[config.mk]
export PLATFORM = sky130hd
export DESIGN_NAME = mux8_rr_arbiter
export DESIGN_NICKNAME = d
export VERILOG_FILES = /design/src/rtl/mux_arb_pkg.sv /design/src/rtl/rr_pick8.sv /design/src/rtl/mux8_rr_arbiter.sv
export SDC_FILE = /design/constraint.sdc
export NUM_CORES = 1
export LEC_CHECK = 0
export CAP_MARGIN = 25
export CORE_AREA = 2 2 62 76
export CTS_BUF_LIST = sky130_fd_sc_hd__clkbuf_16
export DETAILED_ROUTE_END_ITERATION = 7
export DIE_AREA = 0 0 64 78
export MAX_ROUTING_LAYER = met4
export SLEW_MARGIN = 40
export SYNTH_ARGS = -nofsm -noshare
export SYNTH_HDL_FRONTEND = slang
export SYNTH_SLANG_ARGS = --single-unit
[constraint.sdc]
create_clock -name clk -period 3.25 [get_ports clk]
set_input_delay 0.65 -clock clk [delete_from_list [all_inputs] [get_ports clk]]
set_output_delay 0.65 -clock clk [all_outputs]
set_load 0.005 [all_outputs]
[src/rtl/mux_arb_pkg.sv]
// Shared constants, state type and burst-counter sizing for the 8-way
// round-robin mux arbiter.
package mux_arb_pkg;

   localparam int N_REQ = 8;
   localparam int SEL_W = 3;

   typedef enum logic {
      IDLE,
      GRANT
   } arb_state_t;

   // Enough bits to hold 0..max_burst inclusive.
   function automatic int cnt_width(input int max_burst);
      return $clog2(max_burst + 1);
   endfunction

endpackage

[src/rtl/rr_pick8.sv]
// Circular first-set-bit finder: scans vec from index start upward,
// wrapping modulo 8.
module rr_pick8
   import mux_arb_pkg::*;
(
   input  logic [N_REQ-1:0] vec,
   input  logic [SEL_W-1:0] start,
   output logic             found,
   output logic [SEL_W-1:0] idx
);

   logic [N_REQ-1:0] rot;
   logic [SEL_W-1:0] off;

   // Rotate so start lands at bit 0, encode the lowest set bit, then undo the rotation.
   always_comb begin
      rot   = N_REQ'({vec, vec} >> start);
      found = 1'b0;
      off   = '0;
      for (int unsigned i = 0; i < N_REQ; i++) begin
         if (rot[i] && !found) begin
            found = 1'b1;
            off   = SEL_W'(i);
         end
      end
      idx = start + off;
   end

endmodule

[src/rtl/mux8_rr_arbiter.sv]
// Round-robin arbiter with burst limit driving the registered select of a
// shared 8:1 mux; all outputs are registered.
module mux8_rr_arbiter
   import mux_arb_pkg::*;
#(
   parameter int MAX_BURST = 4
) (
   input  logic             clk,
   input  logic             rst,
   input  logic [N_REQ-1:0] req,
   output logic [N_REQ-1:0] gnt,
   output logic [SEL_W-1:0] sel,
   output logic             gnt_valid
);

   localparam int CNT_W = cnt_width(MAX_BURST);
   localparam logic [CNT_W-1:0] CNT_MAX = CNT_W'(MAX_BURST);

   arb_state_t       state, state_n;
   logic [SEL_W-1:0] owner, owner_n;
   logic [SEL_W-1:0] ptr, ptr_n;
   logic [CNT_W-1:0] cnt, cnt_n;

   logic [N_REQ-1:0] gnt_n;
   logic [SEL_W-1:0] sel_n;
   logic             gnt_valid_n;

   logic [N_REQ-1:0] others;
   logic [N_REQ-1:0] pick_vec;
   logic [SEL_W-1:0] pick_start;
   logic             pick_found;
   logic [SEL_W-1:0] pick_idx;
   logic             release_now;

   assign others      = req & ~(N_REQ'(1) << owner);
   assign release_now = !req[owner] || ((cnt == CNT_MAX) && (others != '0));

   // One picker serves both states: fresh search from ptr, or hand-off from owner+1.
   assign pick_vec   = (state == IDLE) ? req : others;
   assign pick_start = (state == IDLE) ? ptr : owner + SEL_W'(1);

   rr_pick8 u_pick (
      .vec   (pick_vec),
      .start (pick_start),
      .found (pick_found),
      .idx   (pick_idx)
   );

   always_ff @(posedge clk) begin
      if (rst) begin
         state     <= IDLE;
         owner     <= '0;
         ptr       <= '0;
         cnt       <= '0;
         gnt       <= '0;
         sel       <= '0;
         gnt_valid <= 1'b0;
      end else begin
         state     <= state_n;
         owner     <= owner_n;
         ptr       <= ptr_n;
         cnt       <= cnt_n;
         gnt       <= gnt_n;
         sel       <= sel_n;
         gnt_valid <= gnt_valid_n;
      end
   end

   always_comb begin
      state_n = state;
      owner_n = owner;
      ptr_n   = ptr;
      cnt_n   = cnt;
      unique case (state)
         IDLE: begin
            if (pick_found) begin
               state_n = GRANT;
               owner_n = pick_idx;
               cnt_n   = CNT_W'(1);
            end
         end
         GRANT: begin
            if (!release_now) begin
               if (cnt != CNT_MAX) cnt_n = cnt + CNT_W'(1);
            end else begin
               ptr_n = owner + SEL_W'(1);
               if (pick_found) begin
                  owner_n = pick_idx;
                  cnt_n   = CNT_W'(1);
               end else begin
                  state_n = IDLE;
               end
            end
         end
         default: state_n = IDLE;
      endcase
   end

   // Outputs are computed from next state so they can be registered without a cycle of lag.
   always_comb begin
      gnt_n       = '0;
      sel_n       = sel;
      gnt_valid_n = 1'b0;
      if (state_n == GRANT) begin
         gnt_n       = N_REQ'(1) << owner_n;
         sel_n       = owner_n;
         gnt_valid_n = 1'b1;
      end
   end

endmodule
==> flow_summary_export.csv <==
group,metric,value,unit
clocking,ctsRootBufferMaster,"clkbuf_16",
timing,final_hold_viol_count,0,
worst_setup_path,worst_r2r_endpoint,"gnt[4]",
timing,worst_slew_margin_rel,62.6,%
worst_setup_path,critical-path-top-delay-family,"adder cells",
pwr,pwr_density_cell,900,mW/mm^2
pwr,combinationalPowerShare,72.5,%
worst_setup_path,worst-r2r-setup-slack,0.02,ns
synth,syn-num-nets,232,
drt,detail_route.vias_per_cell,5.28,
worst_setup_path,critical_path.slowest_cell,"fa_2",
cells_and_area,ratio_of_cells_with_drive_above_1_in_the_final_layout,37.5,%
global_route,largest_net_degree_at_the_start_of_global_routing,15,
synth,synth_enable_flop_cells,0,
worst_setup_path,r2r_start,"owner[1]",
pwr,vdd_drop_max,0.000509,V
timing,timing.clock.skew,0.00399,ns
drt,finalWirelength,4550,microns
worst_setup_path,cp-start-kind,"flip-flop",
worst_setup_path,crit_path_max_incr_delay,0.42,ns
global_route,antenna_violations_before_repair,0,
global_route,first_pass_grt_wire_length,8110,microns
outcome,status,"finished, final reports clean",
min_path,hold_end,"cnt[1]",
timing,setup_repair_after_global_routing_missed_its_margin,"yes",
cells_and_area,num_antenna_cells,0,
worst_setup_path,path_cells,"inv_2 -> ha_4 -> mux2i_4 -> buf_6 -> buf_16 -> mux2i_2 -> and4_1 -> nor2_1 -> a2bb2oi_1 -> a31oi_1 -> ha_2 -> inv_2 -> fa_2 -> inv_2 -> a211oi_4 -> o31ai_4 -> nor2_1",
worst_setup_path,critical_path_class,"flip-flop to flip-flop",
placement,place.detailed.hpwl,3570,microns
timing,final.hold.worst_slack,0.502,ns
drt,detail-route-antenna-nets,0,
pwr,p_int,0.00141,W
clocking,clock_latency,0.26,ns
drt,detailedRoute.firstPassIterationCount,4,
floorplanning,fp.coreArea,0.00420,sq mm
synth,synthFlopType,"dfxtp_1",
clocking,cts-buffers-inserted,3,
synth,netlist_instances,212,
min_path,worst_hold_startpoint,"cnt[1]",
min_path,hold_path.class,"flip-flop to flip-flop",
worst_setup_path,timing.critical_path.mode_cell,"inv_2",
global_route,grt_pass1_vias,1830,
floorplanning,starting_density_of_the_core,42.1,%
clocking,cts.clk_slew.worst_paths,0.06,ns
synth,yosysWarningCount,0,
timing,tightestPinTransition,0.560,ns
synth,netlist_area_before_placement,0.00177,sq mm
worst_setup_path,critPathRequiredTime,3.39,ns
worst_setup_path,crit_arrival,3.38,ns
min_path,holdPathStages,2,
cells_and_area,final.fill_count,386,
worst_setup_path,cp_max_fo,6,
floorplanning,die_h,78,microns
synth,seq_area_frac_synth,23.8,%
placement,place_congestion,0.911,
drt,drt_first_iter_violations,55,
drt,drc_violation_count_after_routing,0,
synth,async_reset_ff_share,0,%
floorplanning,die_width,64,microns
synth,syn-mean-instance-area,8.33,sq um
clocking,cts.sinks,21,
pwr,power.clock.fraction,11.1,%
pwr,netSwitchingPower,0.000946,W
worst_setup_path,number_of_buffer_and_inverter_instances_along_the_worst_setup_path,5,
drt,vias,1759,
pwr,p_sw_share,40.1,%
global_route,globalRouteOverflowTotal,0,
pwr,power.leakage,1.13,nW
timing,max_freq,309,MHz
synth,ys_ff_latch,21,
global_route,grt.total_usage,20.9,%
cells_and_area,flow.area_growth_from_synthesis,48.7,%
floorplanning,floorplan.rows,26,
cells_and_area,postLayoutCoreUtil,62.6,%
timing,final_number_of_setup_violating_endpoints,0,
clocking,cts_buffer_depth,2,
timing,slew_violations,0,
cells_and_area,final_area,0.00263,sq mm
flow_run,cap_violations,0,
placement,port-buffer-count,21,
timing,final_period_minus_worst_setup_slack,3.23,ns
timing,final.period_utilization,99.5,%
floorplanning,num_io_pins,22,
floorplanning,dieArea,0.00499,sq mm
drt,wl_per_cell,13.7,microns
worst_setup_path,worst_r2r_path_depth,17,
placement,placement.cell_area,0.00236,sq mm
pwr,sequentialPowerShare,16.4,%
worst_setup_path,worst_setup_path_end_kind,"flip-flop",
clocking,h-tree-depth,1,
clocking,cts_tree,"done",
cells_and_area,design.final.nets,298,
synth,yosysUniqueCellTypes,53,
[cells in the final DEF (no fill, tap or decap), drive strengths merged, types with 4 or more instances in the layout]
cell           synthesis  layout
inv                   15      15
a21boi                 5       5
a21oi                 10      10
clkdlybuf4s50          0      17
nand3                  7       7
buf                   11      52
mux2i                 17      17
nor2                  27      27
a22oi                  4       4
nor3                   7       7
nand2                 20      20
or3                    4       4
dfxtp                 21      21
ha                     9       9
o21ai                 11      11
[synthesized netlist by cell type (2+ instances only)]
cell type	number	area [sq um]
mux4_2	2	45.0
a21oi_1	9	45.0
o21a_1	2	15.0
inv_1	14	52.6
nand2_4	2	22.5
o211ai_1	3	22.5
nand2_1	17	63.8
or3_1	4	25.0
mux2i_2	3	41.3
o21ai_1	2	10.0
buf_2	4	20.0
o31ai_2	2	25.0
mux2_4	2	30.0
nor4_1	2	12.5
a31oi_1	2	12.5
ha_1	9	113
and2_1	3	18.8
o211a_1	2	20.0
a211oi_1	2	15.0
a21boi_0	2	15.0
nand3_1	7	35.0
a22oi_1	2	15.0
o21ai_0	9	45.0
dfxtp_1	21	420
nand3b_1	3	22.5
mux2i_1	14	140
o2bb2ai_1	3	26.3
buf_6	5	56.3
a22oi_2	2	25.0
nor3_1	6	30.0
buf_4	2	15.0
a311oi_1	2	17.5
a21boi_1	3	22.5
nor2_1	26	97.6
[sequential cells by signal, indices dropped and copies added, names as in the netlist]
name       count
gnt            8
cnt            3
owner          3
ptr            3
sel            3
gnt_valid      1
[metrics by stage]
| step | setup TNS [ns] | total power (W) | std cells | worst slack [ns] |
|---|---|---|---|---|
| after global placement | -3.79 | 0.00190 | 321 | -0.367 |
| after floorplan | 0 | 0.00142 | 212 | 0.00188 |
| after CTS | 0 | 0.00228 | 331 | 0.00180 |
| after detailed placement | -4.19 | 0.00190 | 321 | -0.406 |
| after global routing | -1.37 | 0.00256 | 333 | -0.140 |
| final | 0 | 0.00236 | 333 | 0.0154 |
[worst register-to-register path, cell delays in order, from the launching register on]
cell	delay (ns)
dfxtp_2	0.35
inv_2	0.06
ha_4	0.24
mux2i_4	0.25
buf_6	0.16
buf_16	0.10
mux2i_2	0.21
and4_1	0.25
nor2_1	0.05
a2bb2oi_1	0.13
a31oi_1	0.16
ha_2	0.19
inv_2	0.04
fa_2	0.42
inv_2	0.12
a211oi_4	0.05
o31ai_4	0.27
nor2_1	0.07
[power by group through the flow]
stage / Clock, W / Sequential (W) / Combinational (W)
after global routing: 0.000278 / 0.000397 / 0.00188
after floorplan: 0 / 0.000388 / 0.00103
after CTS: 0.000266 / 0.000386 / 0.00163
after global placement: 0 / 0.000390 / 0.00151
final: 0.000263 / 0.000387 / 0.00171
after detailed placement: 0 / 0.000393 / 0.00151
[cells by family (layout without fill, tap and decap cells)]
family | after synthesis | in the layout | share of synthesized area (%)
multiplexers | 21 | 21 | 14.5
AO/OA/AOI/OAI | 55 | 55 | 23.5
flip-flops | 21 | 21 | 23.8
adder cells (fa/ha/maj) | 10 | 10 | 7.51
buffers and inverters | 27 | 92 | 8.57
AND/OR/NAND/NOR | 78 | 78 | 22.1
[routing by layer]
layer / wire length (microns) / vias to the layer above / global-route usage, %
met5: 0 / - / -
met2: 2340 / 22 / 36.4
met1: 2030 / 839 / 25.2
met3: 119 / 4 / 2.61
li1: - / 894 / -
met4: 59 / 0 / 5.87
[final cells by class]
cell class	instances	area [sq um]	area share [%]
well taps	56	70.1	2.67
multi-input cells	164	1340	51.0
inverters	15	58.8	2.24
repair buffers	73	651	24.8
clock buffers	3	75.1	2.86
flip-flops and latches	21	425	16.2
clock inverters	1	5.00	0.191
[worst max-delay path by stage]
stage,start,slack [ns],cells past startpoint,endpoint
2_1_floorplan,owner[0],0.002,17,gnt[5]
3_3_place_gp,req[3],-0.37,15,gnt[3]
3_5_place_dp,req[7],-0.41,15,gnt[3]
4_1_cts,req[1],0.002,17,gnt[4]
5_1_grt,gnt_valid,-0.14,18,gnt[7]
6_report,owner[1],0.02,17,gnt[4]
[timing repair]
| action | in CTS | in global routing |
|---|---|---|
| gates cloned | 1 | 0 |
| setup endpoints to repair | 12 | 12 |
| setup buffers | 5 | 3 |
| hold buffers | 0 | 0 |
| pin swaps | 5 | 13 |
| resized for setup | 15 | 19 |
No activity file was read; power rests on OpenSTA's default activity.
